===== src/rtl/prco_uart_rx_pkg.sv =====
// Shared constants for the prco UART receive path: FSM encoding and default bit timing.
package prco_uart_rx_pkg;

    localparam int PRCO_UART_CLKS_PER_BIT = 434;

    typedef enum logic [2:0] {
        URX_IDLE  = 3'd0,
        URX_START = 3'd1,
        URX_DATA  = 3'd2,
        URX_STOP  = 3'd3,
        URX_WAIT  = 3'd4
    } urx_state_t;

endpackage


===== src/rtl/prco_sync_fifo.sv =====
// First-word-fall-through synchronous FIFO with extra-bit pointers for full/empty/count.
module prco_sync_fifo #(
    parameter int WIDTH = 8,
    parameter int DEPTH = 8
) (
    input  logic                     i_clk,
    input  logic                     i_reset,
    input  logic                     i_push,
    input  logic [WIDTH-1:0]         i_data,
    input  logic                     i_pop,
    output logic [WIDTH-1:0]         q_data,
    output logic                     q_empty,
    output logic                     q_full,
    output logic [$clog2(DEPTH):0]   q_count
);

    localparam int AW = $clog2(DEPTH);

    logic [WIDTH-1:0] mem [DEPTH];
    logic [AW:0]      wr_ptr;
    logic [AW:0]      rd_ptr;
    logic             pop_ok;
    logic             push_ok;

    assign q_count = wr_ptr - rd_ptr;
    assign q_empty = (q_count == '0);
    assign q_full  = (q_count == (AW+1)'(DEPTH));
    assign pop_ok  = i_pop && !q_empty;
    // A pop in the same cycle frees the slot the push needs.
    assign push_ok = i_push && (!q_full || pop_ok);
    assign q_data  = q_empty ? '0 : mem[rd_ptr[AW-1:0]];

    always_ff @(posedge i_clk) begin
        if (i_reset) begin
            wr_ptr <= '0;
            rd_ptr <= '0;
        end else begin
            if (push_ok) wr_ptr <= wr_ptr + 1'b1;
            if (pop_ok)  rd_ptr <= rd_ptr + 1'b1;
        end
    end

    always_ff @(posedge i_clk) begin
        if (push_ok) mem[wr_ptr[AW-1:0]] <= i_data;
    end

endmodule


===== src/rtl/prco_uart_rx.sv =====
// 8N1 UART receiver: 2-flop synchroniser, mid-bit sampling FSM, FWFT byte buffer, sticky errors.
module prco_uart_rx
    import prco_uart_rx_pkg::*;
#(
    parameter int CLKS_PER_BIT = PRCO_UART_CLKS_PER_BIT,
    parameter int FIFO_DEPTH   = 8
) (
    input  logic                          i_clk,
    input  logic                          i_reset,
    input  logic                          i_rx,
    input  logic                          i_pop,
    input  logic                          i_clear_err,
    output logic [7:0]                    q_data,
    output logic                          q_empty,
    output logic                          q_full,
    output logic [$clog2(FIFO_DEPTH):0]   q_count,
    output logic                          q_frame_err,
    output logic                          q_overrun,
    output logic                          q_irq
);

    localparam int CW = $clog2(CLKS_PER_BIT);
    localparam logic [CW-1:0] HALF_M1 = CW'(CLKS_PER_BIT/2 - 1);
    localparam logic [CW-1:0] FULL_M1 = CW'(CLKS_PER_BIT - 1);

    urx_state_t state;
    logic [CW-1:0] cnt;
    logic [2:0]    bit_idx;
    logic [7:0]    shreg;
    logic          rx_meta;
    logic          rx_s;
    logic          tick;
    logic          stop_good;
    logic          stop_bad;
    logic          pop_ok;
    logic          push;

    assign tick      = (cnt == '0);
    assign stop_good = (state == URX_STOP) && tick && rx_s;
    assign stop_bad  = (state == URX_STOP) && tick && !rx_s;
    assign pop_ok    = i_pop && !q_empty;
    assign push      = stop_good && (!q_full || pop_ok);
    assign q_irq     = !q_empty;

    always_ff @(posedge i_clk) begin
        if (i_reset) begin
            rx_meta <= 1'b1;
            rx_s    <= 1'b1;
        end else begin
            rx_meta <= i_rx;
            rx_s    <= rx_meta;
        end
    end

    always_ff @(posedge i_clk) begin
        if (i_reset) begin
            state   <= URX_IDLE;
            cnt     <= '0;
            bit_idx <= '0;
            shreg   <= '0;
        end else begin
            case (state)
                URX_IDLE: begin
                    if (!rx_s) begin
                        state <= URX_START;
                        cnt   <= HALF_M1;
                    end
                end
                URX_START: begin
                    if (!tick) begin
                        cnt <= cnt - 1'b1;
                    end else if (!rx_s) begin
                        state   <= URX_DATA;
                        bit_idx <= '0;
                        cnt     <= FULL_M1;
                    end else begin
                        state <= URX_IDLE;
                    end
                end
                URX_DATA: begin
                    if (!tick) begin
                        cnt <= cnt - 1'b1;
                    end else begin
                        shreg   <= {rx_s, shreg[7:1]};
                        cnt     <= FULL_M1;
                        bit_idx <= bit_idx + 1'b1;
                        if (bit_idx == 3'd7) state <= URX_STOP;
                    end
                end
                URX_STOP: begin
                    if (!tick)     cnt   <= cnt - 1'b1;
                    else if (rx_s) state <= URX_IDLE;
                    else           state <= URX_WAIT;
                end
                URX_WAIT: begin
                    // Hold off on a break so a long low line cannot start a false frame.
                    if (rx_s) state <= URX_IDLE;
                end
                default: state <= URX_IDLE;
            endcase
        end
    end

    // Clear first so a same-cycle set takes priority.
    always_ff @(posedge i_clk) begin
        if (i_reset) begin
            q_frame_err <= 1'b0;
            q_overrun   <= 1'b0;
        end else begin
            if (i_clear_err) begin
                q_frame_err <= 1'b0;
                q_overrun   <= 1'b0;
            end
            if (stop_bad)                        q_frame_err <= 1'b1;
            if (stop_good && q_full && !pop_ok)  q_overrun   <= 1'b1;
        end
    end

    prco_sync_fifo #(
        .WIDTH (8),
        .DEPTH (FIFO_DEPTH)
    ) u_fifo (
        .i_clk   (i_clk),
        .i_reset (i_reset),
        .i_push  (push),
        .i_data  (shreg),
        .i_pop   (i_pop),
        .q_data  (q_data),
        .q_empty (q_empty),
        .q_full  (q_full),
        .q_count (q_count)
    );

endmodule


===== config.mk =====
export PLATFORM = sky130hd
export DESIGN_NAME = prco_uart_rx
export DESIGN_NICKNAME = d
export VERILOG_FILES = /design/src/rtl/prco_uart_rx_pkg.sv /design/src/rtl/prco_sync_fifo.sv /design/src/rtl/prco_uart_rx.sv
export SDC_FILE = /design/constraint.sdc
export NUM_CORES = 1
export LEC_CHECK = 0
export ABC_AREA = 0
export CAP_MARGIN = 30
export CORE_MARGIN = 4
export CORE_UTILIZATION = 59
export DETAILED_ROUTE_END_ITERATION = 6
export GPL_TIMING_DRIVEN = 0
export PLACE_DENSITY = 0.9
export SKIP_LAST_GASP = 1
export SYNTH_ARGS = -nofsm -noshare
export SYNTH_HDL_FRONTEND = slang
export SYNTH_SLANG_ARGS = --single-unit

===== constraint.sdc =====
create_clock -name i_clk -period 3.85 [get_ports i_clk]
set_input_delay 0.385 -clock i_clk [delete_from_list [all_inputs] [get_ports i_clk]]
set_output_delay 0.385 -clock i_clk [all_outputs]
set_load 0.02 [all_outputs]

# After elaboration in Yosys (flattened, before gate mapping)
# Memory sizes are Yosys's and may differ from the RTL's. A register that Yosys moved wholly into a read port is not among the register bits.
# Index checks and enable logic that the tools add are counted.
[word_totals] regBits=35 ram_bits=64 inputBits=5 elab_cells=82 memories=1
[op_classes] n_addsub=5 n_eq_ne=15 mux=27 n_reduce_logical=24
[mem_list] name="u_fifo.mem" words=8 word_bits=8 read_ports=1 rd_clocked_by_memory_dff=1 write_ports=1 line="prco_sync_fifo.sv:19" source="logic [WIDTH-1:0] mem [DEPTH];"
[op_table] op="9-bit 2-to-1 mux" n=5
[op_table] op="3-bit 2-to-1 mux" n=12
[op_table] op="9-bit one-hot mux with 4 select lines" n=1
[op_table] op="2-bit inequality test (second input constant)" n=8
[op_table] op="3-bit one-hot mux with 5 select lines" n=1
[op_table] op="9-bit zero test" n=1
[op_table] op="9-bit by 1-bit subtractor with 9-bit output (second input constant)" n=1
[op_table] op="4-bit by 1-bit adder with 4-bit output (second input constant)" n=2
[op_table] op="1-bit logical AND" n=8
[op_table] op="8-bit 2-to-1 mux" n=1
[op_table] op="4-bit AND reduction" n=2
[op_table] op="3-bit by 2-bit equality test with 1-bit output (second input constant)" n=2
[op_table] op="3-bit equality test (second input constant)" n=2
[op_table] op="3-bit one-hot mux with 2 select lines" n=1
[op_table] op="6-bit AND reduction" n=1
[op_table] op="2-bit nonzero test" n=3
[op_table] op="1-bit 2-to-1 mux" n=5
[op_table] op="4-bit equality test (second input constant)" n=1
[op_table] op="1-bit zero test" n=4
[op_table] op="4-bit zero test" n=1
[op_table] op="4-bit nonzero test" n=1
[op_table] op="4-bit subtractor" n=1
[op_table] op="3-bit by 1-bit adder with 3-bit output (second input constant)" n=1
[op_table] op="3-bit by 1-bit equality test with 1-bit output (second input constant)" n=1
[op_table] op="5 further kinds" n=5

# Longest topological paths before layout
[depth] depth_word=9 ltp_mapped=10

# By module
# From an unflattened synthesis, not the netlist that was laid out.
[hier_totals] cells_unflattened=340 area_unflattened_um2=4536.9
[modules_own_cells] module="prco_sync_fifo" n_inst=1 cells_per_inst=179 area_each_um2=3126.7
[modules_own_cells] module="prco_uart_rx" n_inst=1 cells_per_inst=161 area_each_um2=1410.1

# Worst setup path after synthesis
# OpenSTA, ideal clock, no wires.
[synth_timing] path_kind="register to register" start="register u_fifo.wr_ptr[1]" end="memory u_fifo.mem[0][0] (enable)" setup_time_ps=395 arrival_time_ps=2406 required_ps=3455 setup_slack_ps=1049 path_stages_with_launch=7 synth_period_minus_slack_ps=2801 path_cell_list="dfxtp_1 > ha_1 > and3b_1 > or3_4 > nand4b_1 > nand2_1 > nor4_1"
[synth_between] elab_chain_cells=9 word_cells_on_any_way=11 classes_between="add/sub (1); eq/ne (1); mux (2); reduce/logical (7)"
[synth_lines] item="start, declared" line="prco_sync_fifo.sv:20" source="logic [AW:0] wr_ptr;"
[synth_lines] item="start signal, assigned" line="prco_sync_fifo.sv:38" source="if (push_ok) wr_ptr <= wr_ptr + 1'b1;"
[synth_lines] item="4-bit subtractor" line="prco_sync_fifo.sv:25" source="assign q_count = wr_ptr - rd_ptr;"
[synth_lines] item="4-bit zero test" line="prco_sync_fifo.sv:26" source="assign q_empty = (q_count == '0);"
[synth_lines] item="1-bit zero test" line="prco_sync_fifo.sv:28, prco_uart_rx.sv:41"
[synth_lines] item="1-bit logical AND" line="prco_sync_fifo.sv:28, prco_uart_rx.sv:41"
[synth_lines] item="1-bit logical OR" line="prco_sync_fifo.sv:30, prco_uart_rx.sv:42"
[synth_lines] item="1-bit logical AND" line="prco_uart_rx.sv:42" source="assign push = stop_good && (!q_full || pop_ok);"
[synth_lines] item="1-bit logical AND" line="prco_sync_fifo.sv:30" source="assign push_ok = i_push && (!q_full || pop_ok);"
[synth_lines] item="1-bit 2-to-1 mux" line="prco_sync_fifo.sv:44" source="if (push_ok) mem[wr_ptr[AW-1:0]] <= i_data;"
[synth_lines] item="1-bit 2-to-1 mux (not written as such)" line="prco_sync_fifo.sv:44"
[synth_lines] item="end, declared" line="prco_sync_fifo.sv:19"
# Parallel ways exist; a longest one is shown, timed or not.

# Worst setup path after layout
[layout_timing] start="register u_fifo.wr_ptr[0]" end="output q_empty"
[layout_between] elab_chain_cells=2
[layout_lines] item="4-bit subtractor" line="prco_sync_fifo.sv:25"
[layout_lines] item="4-bit zero test" line="prco_sync_fifo.sv:26"
[layout_lines] item="end, declared" line="prco_uart_rx.sv:14" source="output logic q_empty,"
# No other way between the ends.

==> summary.txt <==
Yosys
  • Synth Area in XOR/XNOR: 0.601%
  • Sequential area share after synthesis: 61.4%
  • Post-synth top area cell: edfxtp_1
  • Largest family of logic cells by synthesized area: multiplexers
  • Cells after synthesis: 340
  • Fraction of registers with async set/reset: 0%
  • Synth Area in Compound Gates: 7.53%
  • Synth top area share: 44.0%
  • Number of flops mapped to enable cells by yosys: 64
  • Mux cell area share after synthesis: 12.9%
  • Count of cell types in the netlist: 46
  • Most common cell in the synthesized netlist: edfxtp_1
  • Ys flop type: edfxtp_1
  • Post-Syn Area: 4370 um2
  • Simple-gate area share of the yosys netlist: 11.8%
  • Post-Synth Adder-Cell Area: 2.75%
  • Synth Register Bits: 102
  • Yosys warns: 0
  • Avg Cell Area, Syn: 12.9 um2
  • Top post-synthesis cells by count: edfxtp_1 (64), nor2_1 (39), dfxtp_1 (38), a21oi_1 (19)
  • Syn_nets: 354
  • Top area cells in the synthesized netlist: edfxtp_1 (44%), dfxtp_1 (17%), mux4_2 (8.2%)

Clocking
  • Post-CTS setup buffer count: 0
  • H-tree levels: 3
  • Total CTS buffers: 9
  • TritonCTS clock tree: yes
  • Sink Count: 102
  • Clock Path Buffers: 2
  • Root buffer cell: clkbuf_8
  • Clock slew at reported path FFs: 0.10 ns
  • Skew-Pair Late Insertion Delay: 0.36 ns

Floorplanning
  • Initial Utilization: 60.6%
  • Top Ports: 22
  • Chip width: 94.1 um
  • Die area: 8850 um2
  • Core box area: 7210 um2
  • Floorplan row count: 31
  • Chip height: 94.1 um

Power and ir drop
  • Gate power share: 29.8%
  • Clk pwr share: 25.0%
  • Net Sw Frac: 30.7%
  • Peak supply drop: 210 uV
  • Reg power frac: 45.2%
  • LEAKAGE: 1.66 nW
  • Power density over the cells: 533 nW/um2
  • Net Sw Power: 807 uW
  • PnR Total Power: 2.63 mW
  • Internal power: 1.82 mW

Drt
  • Detail Route met3 WL: 633 um
  • DRC: 0
  • Max Used Layer: met4
  • Vias: 2923
  • Starting DRT DRC Count: 247
  • Overall routed net length: 9140 um
  • Drt wl/cell: 19.1 um
  • Vias/cell: 6.10
  • Remaining antenna violation count: 0
  • DRT Pass-1 Iters: 5
  • Met1 WL: 3590 um
  • Metal2 WL: 4690 um

Min path
  • Worst Hold Depth: 1
  • Hold EP: rx_s$_SDFF_PP1_
  • Hold crit path type: register to register
  • HP Start: rx_meta$_SDFF_PP1_

Placement
  • HPWL Detailed: 6360 um
  • Port Buffers: 20
  • Routability Congestion: 0.886

Setup path
  • Max stage delay on crit path: 0.64 ns
  • Setup slack, reg-to-reg: 0.69 ns
  • CP max stage cell: clkdlybuf4s50_1
  • Crit path capture type: output pin
  • Cell mode on critical path: inv_1
  • Reg2Reg Depth: 9
  • FF-to-FF Start: u_fifo.wr_ptr[0]$_SDFFE_PP0P_
  • Worst Path Required: 3.46 ns
  • CP startpoint kind: register
  • Crit Path Max Fanout: 10
  • R2r endpoint: u_fifo.mem[0][0]$_DFFE_PP_
  • Critical setup path kind: register to output pin
  • Critical Path AT: 3.19 ns
  • CP Cell Sequence: inv_1 -> ha_1 -> inv_1 -> fa_1 -> xnor2_1 -> nand3_1 -> a21oi_4 -> clkbuf_2 -> clkdlybuf4s50_1

Global routing
  • Largest net degree at the start of global routing: 18
  • Antenna violations before repair: 0
  • Vias in the first global route: 2910
  • First-pass GRT wire length: 14800 um
  • Grt total ovfl: 0
  • Gr usage total: 22.0%

Timing
  • Final worst path period need: 3.58 ns
  • RSZ-0062 raised after global routing: false
  • Max Freq: 280 MHz
  • Total Neg Setup Slack: 0 ns
  • Fin. max-slew vios: 0
  • Worst rel slew slack: 33.7%
  • Hold Vio Cnt, Final: 0
  • Crit share post-route: 92.9%
  • Final setup violating endpoints: 0
  • Least-Margin Pin Slew: 0.987 ns
  • Clk_skew: 0.0125 ns

Flow run
  • Max cap viols: 0

Finish
  • N_diodes: 0
  • Net count, final: 389
  • Area Overhead vs Synth: 12.7%
  • Layout cell share with drive strength beyond 1: 12.9%

Status
  • Status: complete, no violations
stage by stage:
step,util (%),setup slack [ns],cells,cell area [um2],hold WS (ns)
2_1_floorplan,-,1.05,340,4370,0.389
3_3_place_gp,65.1,0.453,459,4700,0.399
3_5_place_dp,65.5,0.362,463,4720,0.394
4_1_cts,68.2,0.0415,479,4920,0.416
5_1_grt,68.3,0.0765,479,4930,0.436
6_report,68.3,0.274,479,4930,0.416
layer usage:
layer,global-route usage [%],vias to the layer above
li1,-,1344
met1,27.3,1409
met2,37.8,145
met3,4.89,25
met4,8.06,0
met5,0,-
cell families (layout without fill, tap and decap cells):
family	Yosys count	after routing
DFF	102	102
xor gates and xnor gates	3	3
AOI/OAI and AO/OA	53	53
adders and majority gates	9	9
and+or+nand+nor	102	102
muxes	36	36
buffers and inverters	35	75
cell usage in the layout, fill, tap and decap left out, types with 2 or more instances in the layout:
cell | synthesis | layout
nand4b_1 | 2 | 2
or4_1 | 3 | 3
xnor2_1 | 3 | 3
a21oi_1 | 19 | 18
or3_1 | 4 | 4
clkbuf_1 | 12 | 13
o21ai_0 | 13 | 13
and3_1 | 2 | 2
a211oi_1 | 2 | 2
mux2i_1 | 18 | 18
inv_1 | 18 | 18
o211ai_1 | 2 | 2
o31ai_1 | 4 | 4
or2_2 | 3 | 3
a2bb2oi_1 | 2 | 2
clkbuf_2 | 1 | 2
nand3_1 | 6 | 6
nand2_1 | 15 | 15
a22oi_1 | 2 | 2
dfxtp_1 | 38 | 38
nand4_1 | 2 | 2
nor4_1 | 3 | 2
buf_1 | 2 | 2
a21o_1 | 2 | 2
nor2_1 | 39 | 39
buf_2 | 2 | 5
nor3_1 | 12 | 12
mux2_2 | 2 | 2
and4_1 | 2 | 2
clkdlybuf4s50_1 | 0 | 20
nor2b_1 | 2 | 2
clkbuf_8 | 0 | 9
mux4_2 | 16 | 16
ha_1 | 8 | 8
edfxtp_1 | 64 | 64
a31oi_1 | 3 | 3
worst max-delay path, delay by kind of cell, from the launching register on:
family                     cells  cell delay [ns]
AOI/OAI and AO/OA              1             0.27
xor gates and xnor gates       1             0.24
adders and majority gates      2             0.55
buffers and inverters          4             1.12
DFF                            1             0.41
and+or+nand+nor                1             0.22
final cells by class:
cell class / instances / area, um2
clock inverters: 5 / 60.1
repair buffers: 24 / 223
inverters: 18 / 67.6
flip-flops and latches: 102 / 2680
plain buffers: 17 / 68.8
fillers: 477 / 2290
clock buffers: 11 / 131
multi-input cells: 203 / 1570
well taps: 99 / 124
sequential cells by signal (all words and copies together) (netlist names), named ones only:
register,cells
u_fifo.rd_ptr,4
bit_idx,3
state,3
q_overrun,1
u_fifo.mem,64
shreg,8
rx_s,1
q_frame_err,1
cnt,9
u_fifo.wr_ptr,4
rx_meta,1
repair_timing:
action | 4_1_cts | 5_1_grt
hold buffers | 0 | 0
endpoints found under the setup margin | 10 | 10
resized for setup | 1 | 3
pin swaps | 0 | 0
power groups by stage:
| stage | sequential (mW) | clock, mW | combinational [mW] |
|---|---|---|---|
| finish | 1.19 | 0.657 | 0.782 |
| CTS | 1.19 | 0.664 | 0.775 |
| floorplan | 1.21 | 0 | 0.483 |
| global placement | 1.21 | 0 | 0.735 |
| detailed placement | 1.21 | 0 | 0.762 |
| global route | 1.19 | 0.710 | 0.840 |
how the worst max path moves through the flow:
stage	from	to	slack (ns)	cells past startpoint
floorplan	u_fifo.wr_ptr[1]$_SDFFE_PP0P_	u_fifo.mem[0][0]$_DFFE_PP_	1.05	6
global placement	u_fifo.wr_ptr[1]$_SDFFE_PP0P_	u_fifo.mem[0][6]$_DFFE_PP_	0.45	6
detailed placement	u_fifo.wr_ptr[0]$_SDFFE_PP0P_	q_empty	0.36	9
CTS	u_fifo.wr_ptr[0]$_SDFFE_PP0P_	q_empty	0.04	9
global route	u_fifo.wr_ptr[0]$_SDFFE_PP0P_	q_empty	0.08	9
finish	u_fifo.wr_ptr[0]$_SDFFE_PP0P_	q_empty	0.27	9
Power figures use the tool's default switching activity.
